## src/rtl/zstr_pkg.sv

```systemverilog
`default_nettype none
// ---------------------------------------------------------------------------
// Module   : zstr_pkg
// Contents : Shared definitions for the zstr round-robin arbiter:
//            state encoding and a clog2 helper for the grant index width.
// Revision : 1.0  initial release
// ---------------------------------------------------------------------------
package zstr_pkg;

  // Arbiter state encoding
  localparam logic ZSTR_ARB_IDLE = 1'b0;
  localparam logic ZSTR_ARB_BUSY = 1'b1;

  typedef enum logic {
    ST_IDLE = ZSTR_ARB_IDLE,
    ST_BUSY = ZSTR_ARB_BUSY
  } zstr_arb_st_e;

  // Index width for 'value' entries; never below 1 so N=2 still gets a bit.
  function automatic int zstr_clog2(input int value);
    int w;
    w = 1;
    while ((1 << w) < value) begin
      w = w + 1;
    end
    return w;
  endfunction

endpackage
`default_nettype wire

```

## src/rtl/zstr_rr_pick.sv

```systemverilog
`default_nettype none
// ---------------------------------------------------------------------------
// Module   : zstr_rr_pick
// Contents : Combinational rotate-priority encoder. Returns the first
//            unmasked requester at or after i_ptr, wrapping at N-1 -> 0.
// Revision : 1.0  initial release
// ---------------------------------------------------------------------------
module zstr_rr_pick
  import zstr_pkg::*;
#(
  parameter int N  = 4,
  parameter int GW = zstr_clog2(N)
) (
  input  logic [N-1:0]  i_req,
  input  logic [GW-1:0] i_ptr,
  input  logic [N-1:0]  i_mask,
  output logic [GW-1:0] o_idx,
  output logic          o_any
);

  logic [N-1:0] w_req;

  assign w_req = i_req & ~i_mask;

  // Walk ptr, ptr+1, ... (mod N) and latch the first eligible requester.
  always_comb begin
    int w_pos;
    o_idx = '0;
    o_any = 1'b0;
    w_pos = 0;
    for (int k = 0; k < N; k++) begin
      w_pos = int'(i_ptr) + k;
      if (w_pos >= N) begin
        w_pos = w_pos - N;
      end
      if (!o_any && w_req[w_pos]) begin
        o_any = 1'b1;
        o_idx = GW'(w_pos);
      end
    end
  end

endmodule
`default_nettype wire

```

## src/rtl/zstr_rr_arbiter.sv

```systemverilog
`default_nettype none
// ---------------------------------------------------------------------------
// Module   : zstr_rr_arbiter
// Contents : N-to-1 round-robin arbiter for zstr valid/ack streams. The
//            winner is latched; its vld/bus go to the master port and m_ack
//            is routed back combinationally to the granted source only.
//            Optional macro ZSTR_ARB_PKT_EN: bus bit BW-1 marks the last beat
//            of a packet and the grant is held until that beat transfers.
// Revision : 1.0  initial release
// ---------------------------------------------------------------------------
module zstr_rr_arbiter
  import zstr_pkg::*;
#(
  parameter int N  = 4,
  parameter int BW = 8,
  parameter int GW = zstr_clog2(N)
) (
  input  logic            z_clk,
  input  logic            z_rst,
  input  logic [N-1:0]    s_vld,
  input  logic [N*BW-1:0] s_bus,
  output logic [N-1:0]    s_ack,
  output logic            m_vld,
  output logic [BW-1:0]   m_bus,
  input  logic            m_ack,
  output logic [GW-1:0]   m_gnt,
  output logic            m_own
);

  zstr_arb_st_e  r_st;
  zstr_arb_st_e  w_st_nxt;
  logic [GW-1:0] r_gnt;
  logic [GW-1:0] w_gnt_nxt;
  logic [GW-1:0] r_ptr;
  logic [GW-1:0] w_ptr_nxt;

  logic          w_busy;
  logic [N-1:0]  w_gnt_oh;
  logic [BW-1:0] w_sel_bus;
  logic          w_sel_vld;
  logic          w_xfer;
  logic          w_rel;
  logic [GW-1:0] w_ptr_inc;
  logic [GW-1:0] w_pick_ptr;
  logic [N-1:0]  w_pick_mask;
  logic [GW-1:0] w_pick_idx;
  logic          w_pick_any;

  assign w_busy = (r_st == ST_BUSY);

  // Decode the granted source: one-hot select plus its bus slice.
  always_comb begin
    w_gnt_oh  = '0;
    w_sel_bus = '0;
    for (int i = 0; i < N; i++) begin
      if (r_gnt == GW'(i)) begin
        w_gnt_oh[i] = 1'b1;
        w_sel_bus   = s_bus[i*BW +: BW];
      end
    end
  end

  assign w_sel_vld = |(s_vld & w_gnt_oh);

  // Master/slave port outputs; everything is quiet outside BUSY.
  always_comb begin
    m_own = w_busy;
    m_gnt = r_gnt;
    m_vld = w_busy & w_sel_vld;
    m_bus = w_busy ? w_sel_bus : '0;
    s_ack = (w_busy && m_ack) ? w_gnt_oh : '0;
  end

  assign w_xfer = m_vld & m_ack;

`ifdef ZSTR_ARB_PKT_EN
  // Only the beat carrying the last flag gives up the grant.
  assign w_rel = w_xfer & m_bus[BW-1];
`else
  assign w_rel = w_xfer;
`endif

  // Next priority pointer: one past the releasing source, wrapping at N-1.
  assign w_ptr_inc = (r_gnt == GW'(N-1)) ? '0 : r_gnt + GW'(1);

  // On a release the pick already sees the advanced pointer and skips the
  // releasing source, so a competing requester is granted with no bubble.
  assign w_pick_ptr  = w_rel ? w_ptr_inc : r_ptr;
  assign w_pick_mask = w_rel ? w_gnt_oh : '0;

  zstr_rr_pick #(
    .N  (N),
    .GW (GW)
  ) u_pick (
    .i_req  (s_vld),
    .i_ptr  (w_pick_ptr),
    .i_mask (w_pick_mask),
    .o_idx  (w_pick_idx),
    .o_any  (w_pick_any)
  );

  // Next-state: grant from IDLE, hand over or drop back to IDLE on release.
  always_comb begin
    w_st_nxt  = r_st;
    w_gnt_nxt = r_gnt;
    w_ptr_nxt = r_ptr;
    case (r_st)
      ST_IDLE: begin
        if (w_pick_any) begin
          w_gnt_nxt = w_pick_idx;
          w_st_nxt  = ST_BUSY;
        end
      end
      ST_BUSY: begin
        if (w_rel) begin
          w_ptr_nxt = w_ptr_inc;
          if (w_pick_any) begin
            w_gnt_nxt = w_pick_idx;
          end else begin
            w_st_nxt = ST_IDLE;
          end
        end
      end
      default: begin
        w_st_nxt = ST_IDLE;
      end
    endcase
  end

  // State, grant and pointer registers with asynchronous clear.
  always_ff @(posedge z_clk or posedge z_rst) begin
    if (z_rst) begin
      r_st  <= ST_IDLE;
      r_gnt <= '0;
      r_ptr <= '0;
    end else begin
      r_st  <= w_st_nxt;
      r_gnt <= w_gnt_nxt;
      r_ptr <= w_ptr_nxt;
    end
  end

endmodule
`default_nettype wire

```

## config.mk

```make
export PLATFORM = sky130hd
export DESIGN_NAME = zstr_rr_arbiter
export DESIGN_NICKNAME = d
export VERILOG_FILES = /design/src/rtl/zstr_pkg.sv /design/src/rtl/zstr_rr_pick.sv /design/src/rtl/zstr_rr_arbiter.sv
export SDC_FILE = /design/constraint.sdc
export NUM_CORES = 1
export LEC_CHECK = 0
export CAP_MARGIN = 20
export CORE_UTILIZATION = 39
export DETAILED_ROUTE_END_ITERATION = 6
export PLACE_DENSITY = 0.86
export SYNTH_ARGS = -nofsm -noshare
export SYNTH_HDL_FRONTEND = slang
export SYNTH_SLANG_ARGS = --single-unit
export TNS_END_PERCENT = 1
```

## constraint.sdc

```tcl
create_clock -name z_clk -period 4.9 [get_ports z_clk]
set_clock_uncertainty 0.15 [all_clocks]
set_input_delay 0.98 -clock z_clk [delete_from_list [all_inputs] [get_ports z_clk]]
set_output_delay 0.98 -clock z_clk [all_outputs]
set_load 0.02 [all_outputs]
```

==> flow_metrics.py, run 1 <==
metrics = {
    "status": {
        "status": "completed",
    },
    "sta": {
        "max_slew_margin_pct": 52.6,
        "slew_viol_final": 0,
        "timing.final.crit_share_pct": 80.3,
        "fmax_mhz": 254,
        "rsz0062_at_grt": "no",
        "worst_pin_slew_ns": 0.711,
        "hold_violations": 0,
        "tns_ns": 0,
        "setup_violations": 0,
        "fin_crit_ns": 3.93,
    },
    "finish": {
        "n_fill_cell": 163,
        "drive_gt1_share_pct": 8.19,
        "nNetsFinal": 215,
        "areaGrowthSynthToFinish_pct": 65.5,
        "antenna_cells": 0,
        "seq_area_um2": 125,
        "multiInputGateArea_um2": 657,
    },
    "worst_setup_path": {
        "r2r_start": "m_gnt[0]$_DFFE_PP0P_",
        "reg2reg_depth": 8,
        "r2r_end": "m_gnt[1]$_DFFE_PP0P_",
        "crit_required_ns": 3.77,
        "critPathMaxFanout": 11,
        "critical_path_class": "reg -> out",
        "worst_setup_path_end_kind": "output port",
        "worstSetupStartpointType": "register",
        "r2r_setup_slack_ns": 2.16,
        "cp.arrival_ns": 2.80,
        "cp-startpoint": "m_gnt[1]$_DFFE_PP0P_",
    },
    "routing": {
        "postRouteAntennaNets": 0,
        "wl_per_cell_um": 14.1,
        "firstDrtPassIters": 4,
        "postRouteWirelength_um": 2790,
        "avgViaCountPerCell": 5.34,
        "drt_iter0_markers": 33,
        "num_vias": 1057,
        "drc": 0,
    },
    "worst_hold_path": {
        "holdPathEnd": "m_gnt[0]$_DFFE_PP0P_",
        "min_path_cells": 2,
        "hold_path.class": "reg -> reg",
        "worstHoldStart": "m_gnt[0]$_DFFE_PP0P_",
    },
    "yosys": {
        "ys_ff_latch": 5,
        "synth_cell_types": 34,
        "yosysSeqAreaShare_pct": 14.7,
        "syn_inst": 120,
        "synth_ff_type": "dfrtp_1",
        "syn_area_um2": 853,
        "syn_nets": 163,
        "synthArstFlopShare_pct": 100,
        "synth_edf_count": 0,
        "yosysWarnings": 0,
        "avgSynthCellArea_um2": 7.11,
    },
    "cts": {
        "clockBufferDepth": 2,
        "cts_resized": 0,
        "clk_pin_slew_ns": 0.04,
        "cts_tree": "yes",
        "h-tree-depth": 1,
        "postCtsHoldBufs": 0,
        "clk_latency_ns": 0.24,
        "cts.sinks": 5,
        "cts-root-buf": "clkbuf_4",
        "numCtsBuffers": 3,
        "postCtsSetupRepairBufs": 0,
    },
    "global_routing": {
        "grt_pass1_wl_um": 4620,
        "overflow": 0,
        "antenna_found_initial": 0,
        "grt_pass1_vias": 1066,
        "grt_max_degree": 20,
        "grt_use_total_pct": 24.9,
    },
    "run": {
        "max_cap_viol_count": 0,
    },
    "floorplanning": {
        "fp.dieH_um": 48.8,
        "io_pins": 55,
        "initial_core_util_pct": 42.6,
        "rows": 16,
        "dieArea_um2": 2380,
        "core_area_um2": 2000,
        "dieWidth_um": 48.8,
    },
    "pwr": {
        "total_power_uw": 819,
        "cellPowerDensity_nw_per_um2": 580,
        "max-vdd-ir-drop_v": 0.000442,
        "power.leakage_nw": 0.602,
    },
    "placement": {
        "io_buffers": 54,
        "dpl.hpwl_um": 2240,
        "gp_congestion": 0.964,
    },
}
-- worst max-delay path, cell delays in order, from the launching register on --
cell and delay [ns]:
dfrtp_1 0.38, inv_1 0.11, ha_1 0.36, nor2b_1 0.48, a22oi_1 0.16, nor2_1 0.13, a21oi_1 0.06, o21ai_0 0.16
and2_1 0.14, clkdlybuf4s50_1 0.59
-- sequential cells by signal, summed over array words and instances, names as in the netlist --
signal,flops
m_own,1
m_gnt,2
r_ptr,2
-- metrics by stage --
step | cell area [um^2] | util [%] | hold slack (ns) | instances | setup slack, ns
after global routing | 1410 | 70.6 | 0.494 | 198 | 0.701
after CTS | 1410 | 70.6 | 0.465 | 198 | 0.959
after floorplan | 853 | - | 0.420 | 120 | 1.89
after global placement | 1390 | 69.3 | 0.440 | 194 | 1.18
after detailed placement | 1390 | 69.3 | 0.445 | 194 | 1.14
final | 1410 | 70.6 | 0.460 | 198 | 0.967
-- per-layer routing --
layer / global-route usage [%] / vias up / routed length (um)
li1: - / 530 / -
met1: 28.0 / 474 / 1180
met2: 44.0 / 47 / 1330
met3: 4.98 / 6 / 235
met4: 12.7 / 0 / 43
met5: 0 / - / 0
-- cells in the mapped netlist, drive strengths merged (2+ instances only) --
cell type	instances	area, um^2
buf	3	26.3
and2	10	62.6
o21ai	10	50.1
ha	4	50.1
nor2b	2	12.5
nor2	12	45.0
nand2	18	67.6
clkbuf	4	15.0
a21oi	12	75.1
a22oi	11	115
and3	2	12.5
dfrtp	5	125
inv	8	30.0
nand3	5	35.0
o32ai	2	17.5
-- cells in the final DEF, fill, tap and decap left out, drive strengths merged, types with 2 or more instances in the layout --
master,netlist,final
nor2,12,12
nand3,5,5
a21oi,12,12
inv,8,8
a22oi,11,11
ha,4,4
dfrtp,5,5
o32ai,2,2
nor2b,2,2
nand2,18,18
and3,2,2
o21ai,10,10
clkdlybuf4s50,0,54
clkbuf,4,4
and2,10,10
-- final cells by class --
class                           instances  share of cell area (%)
Clock buffer                            4                    1.86
Tap cell                               27                    2.39
Timing Repair Buffer                   54                    38.3
Multi-Input combinational cell        100                    46.5
Inverter                                8                    2.13
Sequential cell                         5                    8.86
-- cells by family (layout without fill, tap and decap cells) --
kind of cell             after synthesis  after routing  synth area share (%)
multiplexers                           2              2                  3.37
flip-flops                             5              5                  14.7
buffers and inverters                 15             66                  8.36
AO/OA/AOI/OAI                         41             41                  37.1
AND/OR/NAND/NOR                       53             53                  30.6
adder cells (fa/ha/maj)                4              4                  5.87
-- power breakdown --
group	internal [mW]	total (mW)	switching [mW]
sequential	0.0594	0.0818	0.0223
clock	0.0307	0.0459	0.0153
combinational	0.317	0.692	0.374
total	0.407	0.819	0.412
-- worst max-delay path by stage --
stage	to	slack (ns)	depth (start not counted)
6_report	m_bus[5]	0.97	9
5_1_grt	m_bus[5]	0.70	9
4_1_cts	m_bus[0]	0.96	9
3_5_place_dp	m_bus[0]	1.14	7
3_3_place_gp	m_bus[1]	1.18	7
2_1_floorplan	m_bus[5]	1.89	10
No activity file was read; power rests on OpenSTA's default activity.
==> run 2, diff against run 1 <==
- CORE_UTILIZATION: 39 -> 33
- PLACE_DENSITY: 0.86 -> 0.77
- clock period: 4.9 -> 3.6 ns (I/O delays scaled with it)
==> flow_metrics.py, run 2 (same netlist as run 1, synthesis figures left out) <==
metrics = {
    "status": {
        "status": "completed",
    },
    "floorplanning": {
        "io_pins": 55,
        "fp.dieH_um": 52.9,
        "initial_core_util_pct": 34.8,
        "rows": 18,
        "dieWidth_um": 52.9,
        "dieArea_um2": 2790,
        "core_area_um2": 2450,
    },
    "routing": {
        "postRouteAntennaNets": 0,
        "firstDrtPassIters": 4,
        "avgViaCountPerCell": 5.33,
        "num_vias": 1082,
        "postRouteWirelength_um": 2890,
        "drt_iter0_markers": 20,
        "drc": 0,
        "wl_per_cell_um": 14.2,
    },
    "finish": {
        "design_area_um2": 1440,
        "antenna_cells": 0,
        "areaGrowthSynthToFinish_pct": 68.6,
        "drive_gt1_share_pct": 9.83,
        "final_cell_mix": "54 x clkdlybuf4s50_1, 18 x nand2_1, 12 x nor2_1",
        "post-route-util_pct": 58.6,
        "nNetsFinal": 217,
        "final_common_cell": "clkdlybuf4s50_1",
        "layout.cells.non_filler": 203,
    },
    "global_routing": {
        "grt_use_total_pct": 20.6,
        "grt_pass1_wl_um": 4260,
        "overflow": 0,
        "antenna_found_initial": 0,
        "grt_pass1_vias": 1008,
        "grt_max_degree": 20,
    },
    "pwr": {
        "max-vdd-ir-drop_v": 0.000596,
        "cellPowerDensity_nw_per_um2": 791,
        "total_power_mw": 1.14,
        "power.leakage_nw": 0.615,
    },
    "sta": {
        "setup_violations": 0,
        "timing.final.crit_share_pct": 92.9,
        "worst_pin_slew_ns": 0.634,
        "layout_setup_ws_ns": 0.255,
        "fmax_mhz": 299,
        "fin_crit_ns": 3.35,
        "tns_ns": 0,
        "slew_viol_final": 0,
        "hold_violations": 0,
        "max_slew_margin_pct": 57.7,
        "hold_ws_ns": 0.455,
    },
    "worst_setup_path": {
        "r2r_start": "m_gnt[0]$_DFFE_PP0P_",
        "critical_path_class": "reg -> out",
        "cp.arrival_ns": 2.47,
        "slowest_delay_ns": 0.60,
        "crit_required_ns": 2.73,
        "slowest_stage": "clkdlybuf4s50_1",
        "crit_chain": "inv_1, ha_1, nor2b_4, a22oi_1, nor2_1, a21oi_1, o21ai_1, and2_1, clkdlybuf4s50_1",
        "worst_setup_path_end_kind": "output port",
        "cp-startpoint": "m_gnt[0]$_DFFE_PP0P_",
        "critPathMaxFanout": 8,
        "worstSetupStartpointType": "register",
    },
    "cts": {
        "numCtsBuffers": 3,
        "cts_resized": 0,
        "clk_latency_ns": 0.24,
        "cts_tree": "yes",
        "postCtsSetupRepairBufs": 0,
        "clockBufferDepth": 2,
        "postCtsHoldBufs": 0,
        "cts-root-buf": "clkbuf_4",
        "clk_pin_slew_ns": 0.04,
        "h-tree-depth": 1,
        "cts.sinks": 5,
    },
    "placement": {
        "dp.cells": 199,
        "gp_congestion": 0.891,
        "dpl.hpwl_um": 2290,
        "place_area_um2": 1410,
        "dp_slack_ns": 0.285,
        "io_buffers": 54,
    },
    "worst_hold_path": {
        "hold_path.class": "reg -> reg",
        "worstHoldStart": "m_gnt[0]$_DFFE_PP0P_",
    },
    "run": {
        "max_cap_viol_count": 0,
    },
}
-- run 2: cell types whose count changed in the layout (fill, tap and decap cells not counted), sizes merged --
cell / change
buf: +2
-- run 2: area by class of cell --
class,count,area [um^2]
Inverter,8,30.0
Timing Repair Buffer,56,556
Tap cell,30,37.5
Fill cell,229,1020
Clock buffer,4,26.3
Sequential cell,5,125
Multi-Input combinational cell,100,664
-- run 2: path summary, 6_finish.rpt --
path                            slack, ns                    to  cells after the start
worst max-delay path                 0.26              m_bus[3]                      9
worst min-delay path                 0.46  m_gnt[0]$_DFFE_PP0P_                      2
worst max register to register       1.00  m_gnt[0]$_DFFE_PP0P_                      7
worst min register to register       0.46  m_gnt[0]$_DFFE_PP0P_                      2
max in group asynchronous            2.62  m_gnt[1]$_DFFE_PP0P_                      2
min in group asynchronous            0.52       m_own$_DFF_PP0_                      2
-- run 2: routing by layer --
layer	wire length (um)	global-route usage, %	vias up
met2	1420	40.9	61
met4	18	7.02	0
li1	-	-	534
met1	1100	20.2	485
met5	0	0	-
met3	349	4.89	2
-- run 2: worst max-delay path: cells and delay by family, from the launching register on --
| kind | cells | cell delay (ns) |
|---|---|---|
| buffers and inverters | 2 | 0.71 |
| flip-flops | 1 | 0.43 |
| AND/OR/NAND/NOR | 3 | 0.53 |
| AO/OA/AOI/OAI | 3 | 0.32 |
| adder cells (fa/ha/maj) | 1 | 0.25 |
-- run 2: power breakdown --
group	internal (mW)	leakage (nW)	switching, mW
clock	0.0418	0.0150	0.0213
sequential	0.0808	0.0558	0.0297
combinational	0.447	0.544	0.518
